## src/rtl/mult_div_unit.sv

```systemverilog
// Iterative multiply/divide unit with HI/LO result registers.
// Shift-add multiply and restoring divide on operand magnitudes, one bit per cycle.
module mult_div_unit #(
    parameter int WIDTH = 32
) (
    input  logic             clk,
    input  logic             rst_mdu_n,
    input  logic             start,
    input  logic [2:0]       mdu_op,
    input  logic [WIDTH-1:0] mdu_srcA,
    input  logic [WIDTH-1:0] mdu_srcB,
    output logic             busy,
    output logic             done,
    output logic             div_zero,
    output logic [WIDTH-1:0] hi,
    output logic [WIDTH-1:0] lo
);
    localparam int CW = $clog2(WIDTH);
    localparam logic [2:0] OP_MTHI = 3'b100;
    localparam logic [2:0] OP_MTLO = 3'b101;

    typedef enum logic [1:0] {S_IDLE, S_MUL, S_DIV, S_FIN} state_e;

    state_e               state_q, state_d;
    logic [CW-1:0]        cnt_q, cnt_d;
    logic [2*WIDTH-1:0]   acc_q, acc_d;
    logic [WIDTH-1:0]     b_q, b_d;
    logic                 qneg_q, qneg_d;
    logic                 rneg_q, rneg_d;
    logic [WIDTH-1:0]     hi_q, hi_d;
    logic [WIDTH-1:0]     lo_q, lo_d;
    logic                 dz_q, dz_d;

    logic                 can_accept, sgn, a_neg, b_neg, last;
    logic [WIDTH-1:0]     a_mag, b_mag;
    logic [WIDTH:0]       mul_sum, div_trial;
    logic [2*WIDTH-1:0]   mul_next, div_next, prod;
    logic [WIDTH-1:0]     quo, rem;

    assign can_accept = (state_q == S_IDLE) || (state_q == S_FIN);
    assign sgn        = mdu_op[0];
    assign a_neg      = sgn & mdu_srcA[WIDTH-1];
    assign b_neg      = sgn & mdu_srcB[WIDTH-1];
    assign a_mag      = a_neg ? -mdu_srcA : mdu_srcA;
    assign b_mag      = b_neg ? -mdu_srcB : mdu_srcB;
    assign last       = (cnt_q == CW'(WIDTH - 1));

    // Multiply: upper half accumulates, lower half holds the multiplier shifting out.
    assign mul_sum  = {1'b0, acc_q[2*WIDTH-1:WIDTH]} + {1'b0, (acc_q[0] ? b_q : '0)};
    assign mul_next = {mul_sum, acc_q[WIDTH-1:1]};

    // Divide: upper half is the partial remainder, lower half shifts dividend out / quotient in.
    // The trial subtraction's top bit is the borrow, i.e. the restore decision.
    assign div_trial = {acc_q[2*WIDTH-1:WIDTH], acc_q[WIDTH-1]} - {1'b0, b_q};
    assign div_next  = div_trial[WIDTH] ? {acc_q[2*WIDTH-2:0], 1'b0}
                                        : {div_trial[WIDTH-1:0], acc_q[WIDTH-2:0], 1'b1};

    assign prod = qneg_q ? -mul_next : mul_next;
    assign quo  = qneg_q ? -div_next[WIDTH-1:0] : div_next[WIDTH-1:0];
    assign rem  = rneg_q ? -div_next[2*WIDTH-1:WIDTH] : div_next[2*WIDTH-1:WIDTH];

    always_comb begin
        state_d = state_q;
        cnt_d   = cnt_q;
        acc_d   = acc_q;
        b_d     = b_q;
        qneg_d  = qneg_q;
        rneg_d  = rneg_q;
        hi_d    = hi_q;
        lo_d    = lo_q;
        dz_d    = 1'b0;

        case (state_q)
            S_MUL: begin
                acc_d = mul_next;
                cnt_d = cnt_q + 1'b1;
                if (last) begin
                    hi_d    = prod[2*WIDTH-1:WIDTH];
                    lo_d    = prod[WIDTH-1:0];
                    state_d = S_FIN;
                end
            end
            S_DIV: begin
                acc_d = div_next;
                cnt_d = cnt_q + 1'b1;
                if (last) begin
                    hi_d    = rem;
                    lo_d    = quo;
                    state_d = S_FIN;
                end
            end
            default: begin
                state_d = S_IDLE;
                if (start && can_accept) begin
                    if (!mdu_op[2]) begin
                        cnt_d  = '0;
                        qneg_d = a_neg ^ b_neg;
                        rneg_d = a_neg;
                        if (!mdu_op[1]) begin
                            acc_d   = {{WIDTH{1'b0}}, b_mag};
                            b_d     = a_mag;
                            state_d = S_MUL;
                        end else if (mdu_srcB == '0) begin
                            // Divide by zero skips iteration and reports immediately.
                            hi_d    = mdu_srcA;
                            lo_d    = '1;
                            dz_d    = 1'b1;
                            state_d = S_FIN;
                        end else begin
                            acc_d   = {{WIDTH{1'b0}}, a_mag};
                            b_d     = b_mag;
                            state_d = S_DIV;
                        end
                    end else if (mdu_op == OP_MTHI) begin
                        hi_d = mdu_srcA;
                    end else if (mdu_op == OP_MTLO) begin
                        lo_d = mdu_srcA;
                    end
                end
            end
        endcase
    end

    always_ff @(posedge clk or negedge rst_mdu_n) begin
        if (!rst_mdu_n) begin
            state_q <= S_IDLE;
            cnt_q   <= '0;
            acc_q   <= '0;
            b_q     <= '0;
            qneg_q  <= 1'b0;
            rneg_q  <= 1'b0;
            hi_q    <= '0;
            lo_q    <= '0;
            dz_q    <= 1'b0;
        end else begin
            state_q <= state_d;
            cnt_q   <= cnt_d;
            acc_q   <= acc_d;
            b_q     <= b_d;
            qneg_q  <= qneg_d;
            rneg_q  <= rneg_d;
            hi_q    <= hi_d;
            lo_q    <= lo_d;
            dz_q    <= dz_d;
        end
    end

    assign busy     = (state_q == S_MUL) || (state_q == S_DIV);
    assign done     = (state_q == S_FIN);
    assign div_zero = dz_q;
    assign hi       = hi_q;
    assign lo       = lo_q;
endmodule

```

## config.mk

```make
export PLATFORM = sky130hd
export DESIGN_NAME = mult_div_unit
export DESIGN_NICKNAME = d
export VERILOG_FILES = /design/src/rtl/mult_div_unit.sv
export SDC_FILE = /design/constraint.sdc
export NUM_CORES = 1
export LEC_CHECK = 0
export CAP_MARGIN = 15
export CORE_ASPECT_RATIO = 1.75
export CORE_MARGIN = 5
export CORE_UTILIZATION = 55
export DETAILED_ROUTE_END_ITERATION = 10
export HOLD_SLACK_MARGIN = 0.06
export PLACE_DENSITY = 0.79
export SLEW_MARGIN = 10
export SYNTH_ARGS = -nofsm -noshare
export SYNTH_HDL_FRONTEND = slang
export SYNTH_SLANG_ARGS = --single-unit
```

## constraint.sdc

```tcl
create_clock -name clk -period 5.5 [get_ports clk]
set_input_delay 0.825 -clock clk [delete_from_list [all_inputs] [get_ports clk]]
set_output_delay 0.825 -clock clk [all_outputs]
set_load 0.05 [all_outputs]
```

==> impl_metrics.tcl <==
set metrics [dict create \
    place_congestion 1.01 \
    cp_max_fo 6 \
    synth_top_area_share_pct 23.8 \
    finClkSkew_ns 0.00962 \
    nFillCells 2985 \
    io_pins 137 \
    synth_top_area_cell "dfrtp_1" \
    grt_pass1_wl_um 108000 \
    htree_num_levels 4 \
    core_um2 32200 \
    grt_max_degree 96 \
    p_per_area_nw_per_um2 737 \
    worstSetupStartpointType "flip-flop" \
    fp.dieW_um 146 \
    synth-edff-count 0 \
    start_util_pct 55.5 \
    clk_latency_ns 0.46 \
    cts_tree "yes" \
    wl_per_cell_um 24.9 \
    layout.cells.non_filler 2852 \
    first_iter_violations 2106 \
    timing.final.crit_share_pct 95.5 \
    place_ws_ns 0.186 \
    power_leakage_nw 8.37 \
    cts_root_buffer "clkbuf_16" \
    synth_top_cells_by_area "dfrtp_1 (24%), o21ai_0 (7.7%), xnor2_1 (6.9%), nand2_1 (5.7%), ha_1 (5.2%)" \
    ys_ff_latch 170 \
    yosysMostFrequentCell "o21ai_0" \
    worst_slack_ns 0.247 \
    drt-total-wl_um 71000 \
    final_core_util_pct 62.8 \
    yosysSeqAreaShare_pct 23.8 \
    clockBufferDepth 2 \
    power_mw 14.9 \
    critPathMaxStageDelay_ns 0.61 \
    dr.pass1.iters 6 \
    layout-area-overhead-vs-synth_pct 13.1 \
    yosysWarnings 0 \
    worstPathArrival_ns 5.59 \
    syn_area_um2 17900 \
    cpMaxStageDelayCell "or4_4" \
    grt_pass1_vias 19000 \
    slew-limit-headroom_pct 28.1 \
    grt_remaining_overflow 0 \
    drc 0 \
    yosys-top-cells-count "o21ai_0 (276), nand2_1 (272), nor2_1 (197), a21oi_1 (170), dfrtp_1 (170)" \
    critical_path_buf_inv_count 1 \
    vias 19600 \
    die_h_um 248 \
    path_class "flip-flop to flip-flop" \
    syn_inst 2401 \
    hold_violations 0 \
    die-area_um2 36300 \
    cts.sinks 170 \
    synth_fp_nets 2547 \
    tightest_slew_ns 1.08 \
    io_buffers 136 \
    holdCritPathClass "input port to async pin" \
    layout-drive-gt1-share_pct 6.73 \
    num_rows 87 \
    cp-end-kind "flip-flop" \
    cp_common_cell "a211o_1" \
    tns_ns 0 \
    async_flop_share_pct 100 \
    clk_pin_slew_worst_paths_ns 0.07 \
    detail-route-antenna-nets 0 \
    antenna_found_initial 0 \
    dp_cells 2820 \
    crit_chain "clkinv_1, nor2_1, ha_1, a211o_1, a211o_1, a211o_1, or3_4, or4_4, or4b_4, or4_4, o41a_1, xor2_1, a21oi_1, a21oi_1" \
    cts_buffers 17 \
    track_usage_pct 37.6 \
    drv_slew 0 \
    finalSetupViolCount 0 \
    crit_family "simple AND/OR/NAND/NOR gates" \
    finalCriticalPeriod_ns 5.25 \
    final_net_count 2585 \
    syn_avg_cell_area_um2 7.44 \
    cp_data_required_time_ns 5.84 \
    outcome "finished, final reports clean" \
    synthDistinctLibCells 86 \
    max-vdd-ir-drop_mv 0.352 \
    rsz0062_at_grt "no" \
    place_hpwl_um 54300 \
    vias_per_cell 6.89 \
    max_freq_mhz 190 \
    synth_ff_type "dfrtp_1" \
    drv_cap 0 \
]
==> final timing paths <==
kind,start,endpoint,slack [ns],cells past startpoint
setup / recovery,acc_q[0],hi[29],0.25,14
hold / removal,rst_mdu_n,lo[6],0.46,1
setup reg to reg,acc_q[0],hi[29],0.25,14
hold reg to reg,b_q[8],b_q[8],0.48,2
max in group asynchronous,rst_mdu_n,qneg_q,3.78,2
min in group clk,b_q[8],b_q[8],0.48,2
==> sequential cells by signal, indices dropped and copies added (netlist names) <==
| register | count |
|---|---|
| acc_q | 64 |
| b_q | 32 |
| cnt_q | 5 |
| div_zero | 1 |
| hi | 32 |
| lo | 32 |
| qneg_q | 1 |
| rneg_q | 1 |
| state_q | 2 |
==> cell type report <==
class	instances	area (um2)	share of cell area, %
inverters	80	300	1.49
clock buffers	19	433	2.14
clock inverters	12	140	0.693
repair buffers	204	1900	9.38
flip-flops and latches	170	4260	21.0
diodes	1	2.50	0.0124
multi-input cells	1966	12700	62.8
well taps	400	500	2.48
==> cell families after synthesis <==
| kind of cell | after synthesis | share of synthesized area, % |
|---|---|---|
| DFF | 170 | 23.8 |
| muxes | 39 | 2.24 |
| and+or+nand+nor | 758 | 20.3 |
| adders and majority gates | 76 | 5.40 |
| xor gates and xnor gates | 214 | 10.5 |
| buffers and inverters | 265 | 5.66 |
| AOI/OAI and AO/OA | 879 | 32.1 |
==> routing by layer <==
layer  global-route usage (%)  routed length, um  up-vias
li1                         -                  -     8896
met1                     43.9              26000     9328
met2                     64.9              34700     1115
met3                     4.64               4940      305
met4                     23.7               5400        0
met5                        0                  0        -
==> power by group <==
part	internal, mW	total [mW]	switching [mW]
Clock	0.674	1.25	0.571
Combinational	3.95	11.1	7.15
Sequential	1.82	2.55	0.732
==> metrics by stage <==
| stage | instance area (um2) | hold slack (ns) |
|---|---|---|
| detailed placement | 19600 | 0.470 |
| floorplan | 17900 | 0.450 |
| finish | 20200 | 0.464 |
| CTS | 20200 | 0.485 |
| global route | 20200 | 0.507 |
| global placement | 19600 | 0.460 |
==> cells in the final DEF (no fill, tap or decap), types with 22 or more instances in the layout <==
cell type / synthesis / final
a211oi_1: 47 / 46
a21o_1: 51 / 51
a21oi_1: 170 / 169
a221oi_1: 46 / 46
a31oi_1: 22 / 22
buf_4: 0 / 67
clkdlybuf4s50_1: 0 / 134
dfrtp_1: 170 / 169
ha_1: 74 / 72
inv_1: 77 / 76
mux2i_1: 31 / 31
nand2_1: 272 / 271
nand3_1: 32 / 32
nand4_1: 27 / 27
nor2_1: 197 / 197
nor3_1: 47 / 47
o21ai_0: 276 / 276
o31ai_1: 51 / 51
or3_1: 29 / 29
xnor2_1: 140 / 140
xor2_1: 74 / 74
==> repair_timing <==
item                       CTS  global route
hold buffers                 0             0
setup endpoints to repair    0             7
resized for setup            0             6
buffers inserted             0             0
(Power assumes the default switching activity.)
